--- src/rtl/sync_fifo_reader.sv ---
// sync_fifo_reader
// Drains a standard (non-FWFT) synchronous FIFO into a valid/ready stream.
// A FIFO read returns its word one cycle later, so a two-entry skid buffer
// (head/tail) plus a registered in-flight flag keep 1 word/cycle throughput
// under a held-high sink. The buffer can never overflow, because a read is
// issued only when occupancy + in-flight - pop stays below two.

module sync_fifo_reader #(
    parameter int DATA_WIDTH = 32,
    parameter int CNT_WIDTH  = 16
) (
    input  logic                  clk_i,
    input  logic                  rst_n_i,
    input  logic                  enable_i,
    input  logic                  fifo_empty_i,
    input  logic [DATA_WIDTH-1:0] fifo_rd_data_i,
    output logic                  fifo_read_o,
    output logic                  m_valid_o,
    input  logic                  m_ready_i,
    output logic [DATA_WIDTH-1:0] m_data_o,
    output logic [CNT_WIDTH-1:0]  words_o
);

    // Skid-buffer occupancy encoding
    localparam logic [1:0] ST_EMPTY = 2'd0;
    localparam logic [1:0] ST_ONE   = 2'd1;
    localparam logic [1:0] ST_TWO   = 2'd2;

    logic [1:0]            occ_q;
    logic [1:0]            occ_d;
    logic                  inflight_q;
    logic                  inflight_d;
    logic [DATA_WIDTH-1:0] head_q;
    logic [DATA_WIDTH-1:0] head_d;
    logic [DATA_WIDTH-1:0] tail_q;
    logic [DATA_WIDTH-1:0] tail_d;
    logic [CNT_WIDTH-1:0]  words_q;
    logic [CNT_WIDTH-1:0]  words_d;

    logic                  pop_s;
    logic                  arrival_s;
    logic [2:0]            fill_s;
    logic                  room_s;

    // Head is always presented; valid follows occupancy directly
    assign m_valid_o = (occ_q != ST_EMPTY);
    assign m_data_o  = head_q;
    assign words_o   = words_q;
    assign pop_s     = m_valid_o & m_ready_i;
    assign arrival_s = inflight_q;

    // Projected fill after this cycle's pop; a new read is allowed only while it stays below two
    always_comb begin
        fill_s = {1'b0, occ_q} + {2'b00, inflight_q} - {2'b00, pop_s};
        if (fill_s < 3'd2) begin
            room_s = 1'b1;
        end else begin
            room_s = 1'b0;
        end
    end

    // Read strobe is combinational and forced low while reset is asserted
    always_comb begin
        fifo_read_o = 1'b0;
        if (rst_n_i && enable_i && !fifo_empty_i && room_s) begin
            fifo_read_o = 1'b1;
        end else begin
            fifo_read_o = 1'b0;
        end
    end

    // Skid-buffer next state: the word returned by an in-flight read is always captured
    always_comb begin
        occ_d      = occ_q;
        head_d     = head_q;
        tail_d     = tail_q;
        inflight_d = fifo_read_o;
        case (occ_q)
            ST_EMPTY: begin
                if (arrival_s) begin
                    occ_d  = ST_ONE;
                    head_d = fifo_rd_data_i;
                end else begin
                    occ_d  = ST_EMPTY;
                end
            end
            ST_ONE: begin
                if (arrival_s && pop_s) begin
                    occ_d  = ST_ONE;
                    head_d = fifo_rd_data_i;
                end else if (arrival_s) begin
                    occ_d  = ST_TWO;
                    tail_d = fifo_rd_data_i;
                end else if (pop_s) begin
                    occ_d  = ST_EMPTY;
                end else begin
                    occ_d  = ST_ONE;
                end
            end
            ST_TWO: begin
                if (pop_s) begin
                    occ_d  = ST_ONE;
                    head_d = tail_q;
                end else begin
                    occ_d  = ST_TWO;
                end
            end
            default: begin
                // Unreachable encoding: fall back to an empty buffer
                occ_d  = ST_EMPTY;
            end
        endcase
    end

    // Transfer counter advances once per completed handshake and wraps naturally
    always_comb begin
        words_d = words_q;
        if (pop_s) begin
            words_d = words_q + {{(CNT_WIDTH-1){1'b0}}, 1'b1};
        end else begin
            words_d = words_q;
        end
    end

    // State registers; reset discards buffered and in-flight words immediately
    always_ff @(posedge clk_i or negedge rst_n_i) begin
        if (!rst_n_i) begin
            occ_q      <= ST_EMPTY;
            inflight_q <= 1'b0;
            head_q     <= {DATA_WIDTH{1'b0}};
            tail_q     <= {DATA_WIDTH{1'b0}};
            words_q    <= {CNT_WIDTH{1'b0}};
        end else begin
            occ_q      <= occ_d;
            inflight_q <= inflight_d;
            head_q     <= head_d;
            tail_q     <= tail_d;
            words_q    <= words_d;
        end
    end

endmodule

--- config.mk ---
export PLATFORM = sky130hd
export DESIGN_NAME = sync_fifo_reader
export DESIGN_NICKNAME = d
export VERILOG_FILES = /design/src/rtl/sync_fifo_reader.sv
export SDC_FILE = /design/constraint.sdc
export NUM_CORES = 1
export LEC_CHECK = 0
export BUFFER_PORTS_ARGS = -buffer_cell sky130_fd_sc_hd__buf_2
export CORE_ASPECT_RATIO = 1.2
export CORE_MARGIN = 8
export CORE_UTILIZATION = 59
export CTS_BUF_LIST = sky130_fd_sc_hd__clkbuf_8
export DETAILED_ROUTE_END_ITERATION = 8
export PLACE_DENSITY = 0.87
export SLEW_MARGIN = 20
export SYNTH_ARGS = -nofsm -noshare
export SYNTH_HDL_FRONTEND = slang
export SYNTH_SLANG_ARGS = --single-unit
--- constraint.sdc ---
create_clock -name clk_i -period 7.3 [get_ports clk_i]
set_input_delay 1.095 -clock clk_i [delete_from_list [all_inputs] [get_ports clk_i]]
set_output_delay 1.095 -clock clk_i [all_outputs]
set_load 0.05 [all_outputs]
==> results of run 1 <==
==> layout by cell type, fill, tap and decap left out, types with 3 or more instances in the layout <==
cell type	synthesis	final
nand2_1	11	11
a21oi_1	32	32
xor2_1	5	5
nand3_1	6	6
buf_4	3	3
mux2i_1	33	33
dfrtp_1	83	83
nor2_1	36	36
xnor2_1	11	11
clkbuf_8	0	10
buf_2	7	85
mux2_2	31	31
==> sequential cells by signal (all words and copies together) (netlist names) <==
name       count
tail_q        32
m_data_o      32
occ_q          2
arrival_s      1
words_o       16
==> kinds of logic after synthesis <==
kind of cell / count (synthesis) / share of synthesized area
AOI/OAI and AO/OA: 35 / 0.04973
DFF: 83 / 0.5855
and+or+nand+nor: 70 / 0.09559
buffers and inverters: 15 / 0.02222
xor gates and xnor gates: 16 / 0.03950
adders and majority gates: 3 / 0.01270
muxes: 65 / 0.1947
==> worst min-delay path by stage <==
stage | startpoint | to | cells past startpoint
finish | words_o[15] | words_o[15] | 1
global route | words_o[11] | words_o[11] | 1
CTS | words_o[15] | words_o[15] | 1
detailed placement | words_o[15] | words_o[15] | 1
global placement | words_o[15] | words_o[15] | 1
floorplan | tail_q[28] | tail_q[28] | 1
==> per-layer routing <==
metal  wire length [um]  track usage
met3                420      0.04894
met2               3492       0.2808
met5                  0            0
met1               2877       0.1835
met4                 97      0.06906
==> area by class of cell <==
cell class,count,area [um^2],share of cell area
flip-flops and latches,83,2077,0.4862
multi-input cells,189,1411,0.3304
repair buffers,88,447.9,0.1049
clock buffers,10,137.6,0.03222
well taps,82,102.6,0.02402
clock inverters,6,88.84,0.02080
inverters,1,6.256,0.001465
==> critical path, cell delays in order <==
cell and delay [ps]:
buf_2 110, and2_4 170, inv_4 70, ha_1 310, nand2b_1 180, fa_1 520, nand4b_1 90, nor2_1 150
buf_2 280
==> power groups by stage <==
stage | registers, W | clock network (W) | logic (W)
after detailed placement | 0.000760 | 0 | 0.000791
after global routing | 0.000778 | 0.000387 | 0.000830
after CTS | 0.000753 | 0.000370 | 0.000792
final | 0.000753 | 0.000361 | 0.000780
after global placement | 0.000750 | 0 | 0.000772
after floorplan | 0.00109 | 0 | 0.000255
==> stage by stage <==
step,worst slack (ps),util
after floorplan,3178,-
after global routing,3099,0.7198
after CTS,3235,0.7198
after detailed placement,3242,0.6816
after global placement,3311,0.6816
final,3231,0.7198
==> flow_summary_export.csv, run 1 <==
group,metric,value,unit
setup_path,path_class,"in -> out",
outcome,status,"complete, no violations",
sta,finalCritPeriodShare,0.5574,
power,p_int,0.001075,W
synth,yosysSeqAreaShare,0.5855,
grt,grt-ovfl-total,0,
synth,ys_types,31,
drt,routed_wl,6888,um
power,p_switching,0.0008181,W
grt,grt_max_degree,68,
power,ir_worst_vdd,0.3008,mV
synth,yosys_most_used_dff,"dfrtp_1",
setup_path,crit_end,"fifo_read_o",
synth,synth_cells,287,
grt,grt_antenna_before_repair,0,
setup_path,end_kind,"output pin",
cells_and_area,antenna_cells,0,
synth,syn_area,0.003547,mm^2
clocking,insertion_delay,330,ps
setup_path,cp-startpoint,"m_ready_i",
setup_path,r2r_cells,8,
placement,io_buffers,86,
grt,track_usage,0.1637,
synth,synth_area_leaders,"dfrtp_1, mux2_2, mux2i_1",
power,combPwrFrac,0.412,
clocking,cts_htree_levels,3,
floorplan,coreArea,0.005934,mm^2
sta,worstMarginPinSlew,1004,ps
sta,setup_viol,0,
drt,wl_per_cell,15.01,um
clocking,cts_tree,"done",
clocking,cts_sinks,83,
sta,fin_hold_ws,481.3,ps
clocking,clk_pin_slew,80,ps
sta,hold_viol,0,
drt,drtPass1Iterations,4,
power,power.share.switching,0.4320,
synth,synth.net_count,327,
clocking,hold_buffers,0,
setup_path,worst_r2r_endpoint,"arrival_s",
setup_path,crit_required,6200,ps
clocking,clockRootBuffer,"clkbuf_8",
synth,synth_top_cell_area_share,0.5855,
cells_and_area,fin_cells,459,
synth,synth_area_leader_cell,"dfrtp_1",
floorplan,io_pins,87,
floorplan,fp.dieArea,0.008760,mm^2
sta,fin_tns_setup,0,ps
hold_path,hold_path.class,"reg -> reg",
cells_and_area,fillers,429,
clocking,clk_path_buf_depth,2,
floorplan,initial_core_util,0.5977,
synth,async_reset_ff_frac,1.000,
synth,synth.ff_latch_count,83,
sta,skew,7.801,ps
setup_path,cp-start-kind,"primary input",
cells_and_area,syn_to_final_growth,20.42,%
power,leakagePower,2.264,nW
sta,timing.fmax,245.8,MHz
drt,viasPerCell,5.192,
cells_and_area,fin_area,0.004272,mm^2
synth,yosysMostFrequentCell,"dfrtp_1",
sta,final.min_clock_period,4069,ps
power,power,0.001894,W
drt,ant_nets,0,
drt,vias,2383,
setup_path,arrival,2970,ps
synth,synth_edf_count,0,
sta,final_max_slew_viol_count,0,
clocking,ctsResizeCount,0,
floorplan,die_h,100.9,um
floorplan,die_x,86.78,um
clocking,cts_setup_buffers,0,
drt,route.detailed.drc,0,
power,power.density,443.3,mW/mm^2
synth,avgSynthCellArea,12.36,um^2
placement,gp_congestion,0.7647,
cells_and_area,nets,412,
power,power_frac_seq,0.398,
placement,placed_area,0.004045,mm^2
setup_path,r2r_slack,4930,ps
power,p_clk_frac,0.190,
floorplan,core.rowCount,31,
clocking,cts_made_buffers,9,
grt,grt_pass1_wl,11320,um
sta,rsz0062_at_grt,"false",
placement,dp_hpwl,4890,um
synth,yosysWarnings,0,
grt,grt_pass1_vias,2480,
setup_path,reg2reg_from,"occ_q[1]",
synth,synth_common_cells,"dfrtp_1, nor2_1, mux2i_1",
flow_run,maxCapViolations,0,
setup_path,crit_fanout,10,
drt,drt_first_iter_violations,110,
sta,slew_headroom,0.3303,
cells_and_area,drive_gt1_frac,0.3767,
placement,place_inst,443,
No activity file was read; power rests on OpenSTA's default activity.
==> run 2: changes to the inputs <==
Settings changed: CORE_UTILIZATION 59 to 55, PLACE_DENSITY 0.87 to 0.82.
Clock period 7.3 ns to 3.8 ns, I/O delays scaled along.
==> flow_summary_export.csv, run 2 (same netlist as run 1, synthesis figures left out) <==
group,metric,value,unit
sta,slew_headroom,0.3289,
hold_path,hold_path.class,"in -> async",
sta,final_max_slew_viol_count,0,
floorplan,die_x,89.31,um
setup_path,r2r_cells,8,
drt,viasPerCell,5.143,
clocking,insertion_delay,340,ps
clocking,cts_setup_buffers,0,
clocking,clk_pin_slew,80,ps
cells_and_area,final_cell_mix,"buf_2, dfrtp_1, nor2_1, mux2i_1, a21oi_1",
setup_path,crit_required,3230,ps
setup_path,worst_r2r_endpoint,"arrival_s",
grt,track_usage,0.1602,
clocking,cts_made_buffers,9,
sta,finalCritPeriodShare,0.9099,
clocking,cts_sinks,83,
drt,ant_nets,0,
drt,route.detailed.drc,0,
power,ir_worst_vdd,0.4999,mV
drt,routed_wl,6956,um
power,power,0.003630,W
sta,rsz0062_at_grt,"false",
cells_and_area,nets,412,
grt,grt-ovfl-total,0,
outcome,status,"complete, no violations",
setup_path,reg2reg_from,"occ_q[1]",
sta,fin_tns_setup,0,ps
sta,setup_viol,0,
cells_and_area,final_common_cell,"buf_2",
setup_path,cp-start-kind,"flop",
flow_run,maxCapViolations,0,
setup_path,crit_fanout,10,
drt,drtPass1Iterations,4,
floorplan,core.rowCount,32,
clocking,cts_tree,"done",
floorplan,fp.dieArea,0.009286,mm^2
sta,worstMarginPinSlew,1007,ps
setup_path,end_kind,"output pin",
drt,wl_per_cell,15.06,um
clocking,cts_htree_levels,3,
clocking,ctsResizeCount,0,
grt,grt_pass1_wl,11670,um
power,leakagePower,2.258,nW
placement,dp_hpwl,4919,um
cells_and_area,syn_to_final_growth,20.35,%
clocking,clk_path_buf_depth,2,
floorplan,initial_core_util,0.5607,
setup_path,cp-startpoint,"occ_q[1]",
setup_path,arrival,2890,ps
grt,grt_max_degree,84,
power,power.density,850.4,mW/mm^2
sta,timing.fmax,289.2,MHz
grt,grt_pass1_vias,2495,
drt,drt_first_iter_violations,78,
clocking,clockRootBuffer,"clkbuf_8",
drt,vias,2376,
placement,gp_congestion,0.7365,
clocking,hold_buffers,0,
floorplan,io_pins,87,
floorplan,coreArea,0.006326,mm^2
sta,final.min_clock_period,3458,ps
setup_path,path_class,"reg -> out",
sta,hold_viol,0,
sta,skew,7.971,ps
cells_and_area,finish.utilization,0.6748,
placement,dp_slack,696.7,ps
cells_and_area,drive_gt1_frac,0.3767,
setup_path,r2r_slack,1460,ps
cells_and_area,antenna_cells,0,
sta,finalWorstSetupSlack,342.4,ps
floorplan,die_h,104.0,um
grt,grt_antenna_before_repair,0,
placement,io_buffers,86,
[run 2: cell types whose count changed in the layout (fill, tap and decap cells not counted)]
cell        delta
buf_4          -1
buf_6          +1
clkbuf_8       -1
clkinv_2       +1
clkinv_4       -1
clkinvlp_4     +1
[run 2: cell type report]
cell class	instances	area, um^2
clock buffers	9	123.9
inverters	1	6.256
flip-flops and latches	83	2077
clock inverters	7	92.59
repair buffers	88	451.7
multi-input cells	189	1411
fillers	499	2057
well taps	85	106.4
[run 2: worst max-delay path, cell delays in order, from the launching register on]
cell      delay, ps
dfrtp_1         470
or2_2           340
and2_4          180
inv_4           110
ha_1            250
nand2b_1        160
fa_1            500
nand4b_1         80
nor2_1          150
buf_2           280
[run 2: stage by stage]
stage	hold slack, ps	std cells	area, um^2
finish	355.4	462	4269
global route	445.6	462	4269
CTS	449.4	462	4265
detailed placement	460.4	446	4049
global placement	456.0	446	4049
floorplan	274.4	287	3547
[run 2: routing by layer]
metal  global-route usage  routed length [um]  vias to the layer above
met5                    0                   0                        -
met4              0.07867                 134                        0
met3              0.03715                 467                       11
met2               0.2558                3436                       56
met1               0.1949                2917                     1153
li1                     -                   -                     1156
[run 2: worst max path at each step]
| stage | to | cells past startpoint |
|---|---|---|
| after floorplan | fifo_read_o | 8 |
| after global placement | fifo_read_o | 9 |
| after detailed placement | fifo_read_o | 9 |
| after CTS | fifo_read_o | 9 |
| after global routing | fifo_read_o | 9 |
| final | fifo_read_o | 9 |
[run 2: power breakdown]
part	switching [W]	total (W)	leakage, nW	internal, W
logic	0.00106	0.00150	1.12	0.000439
clock network	0.000313	0.000682	0.107	0.000369
registers	0.000209	0.00145	1.03	0.00124
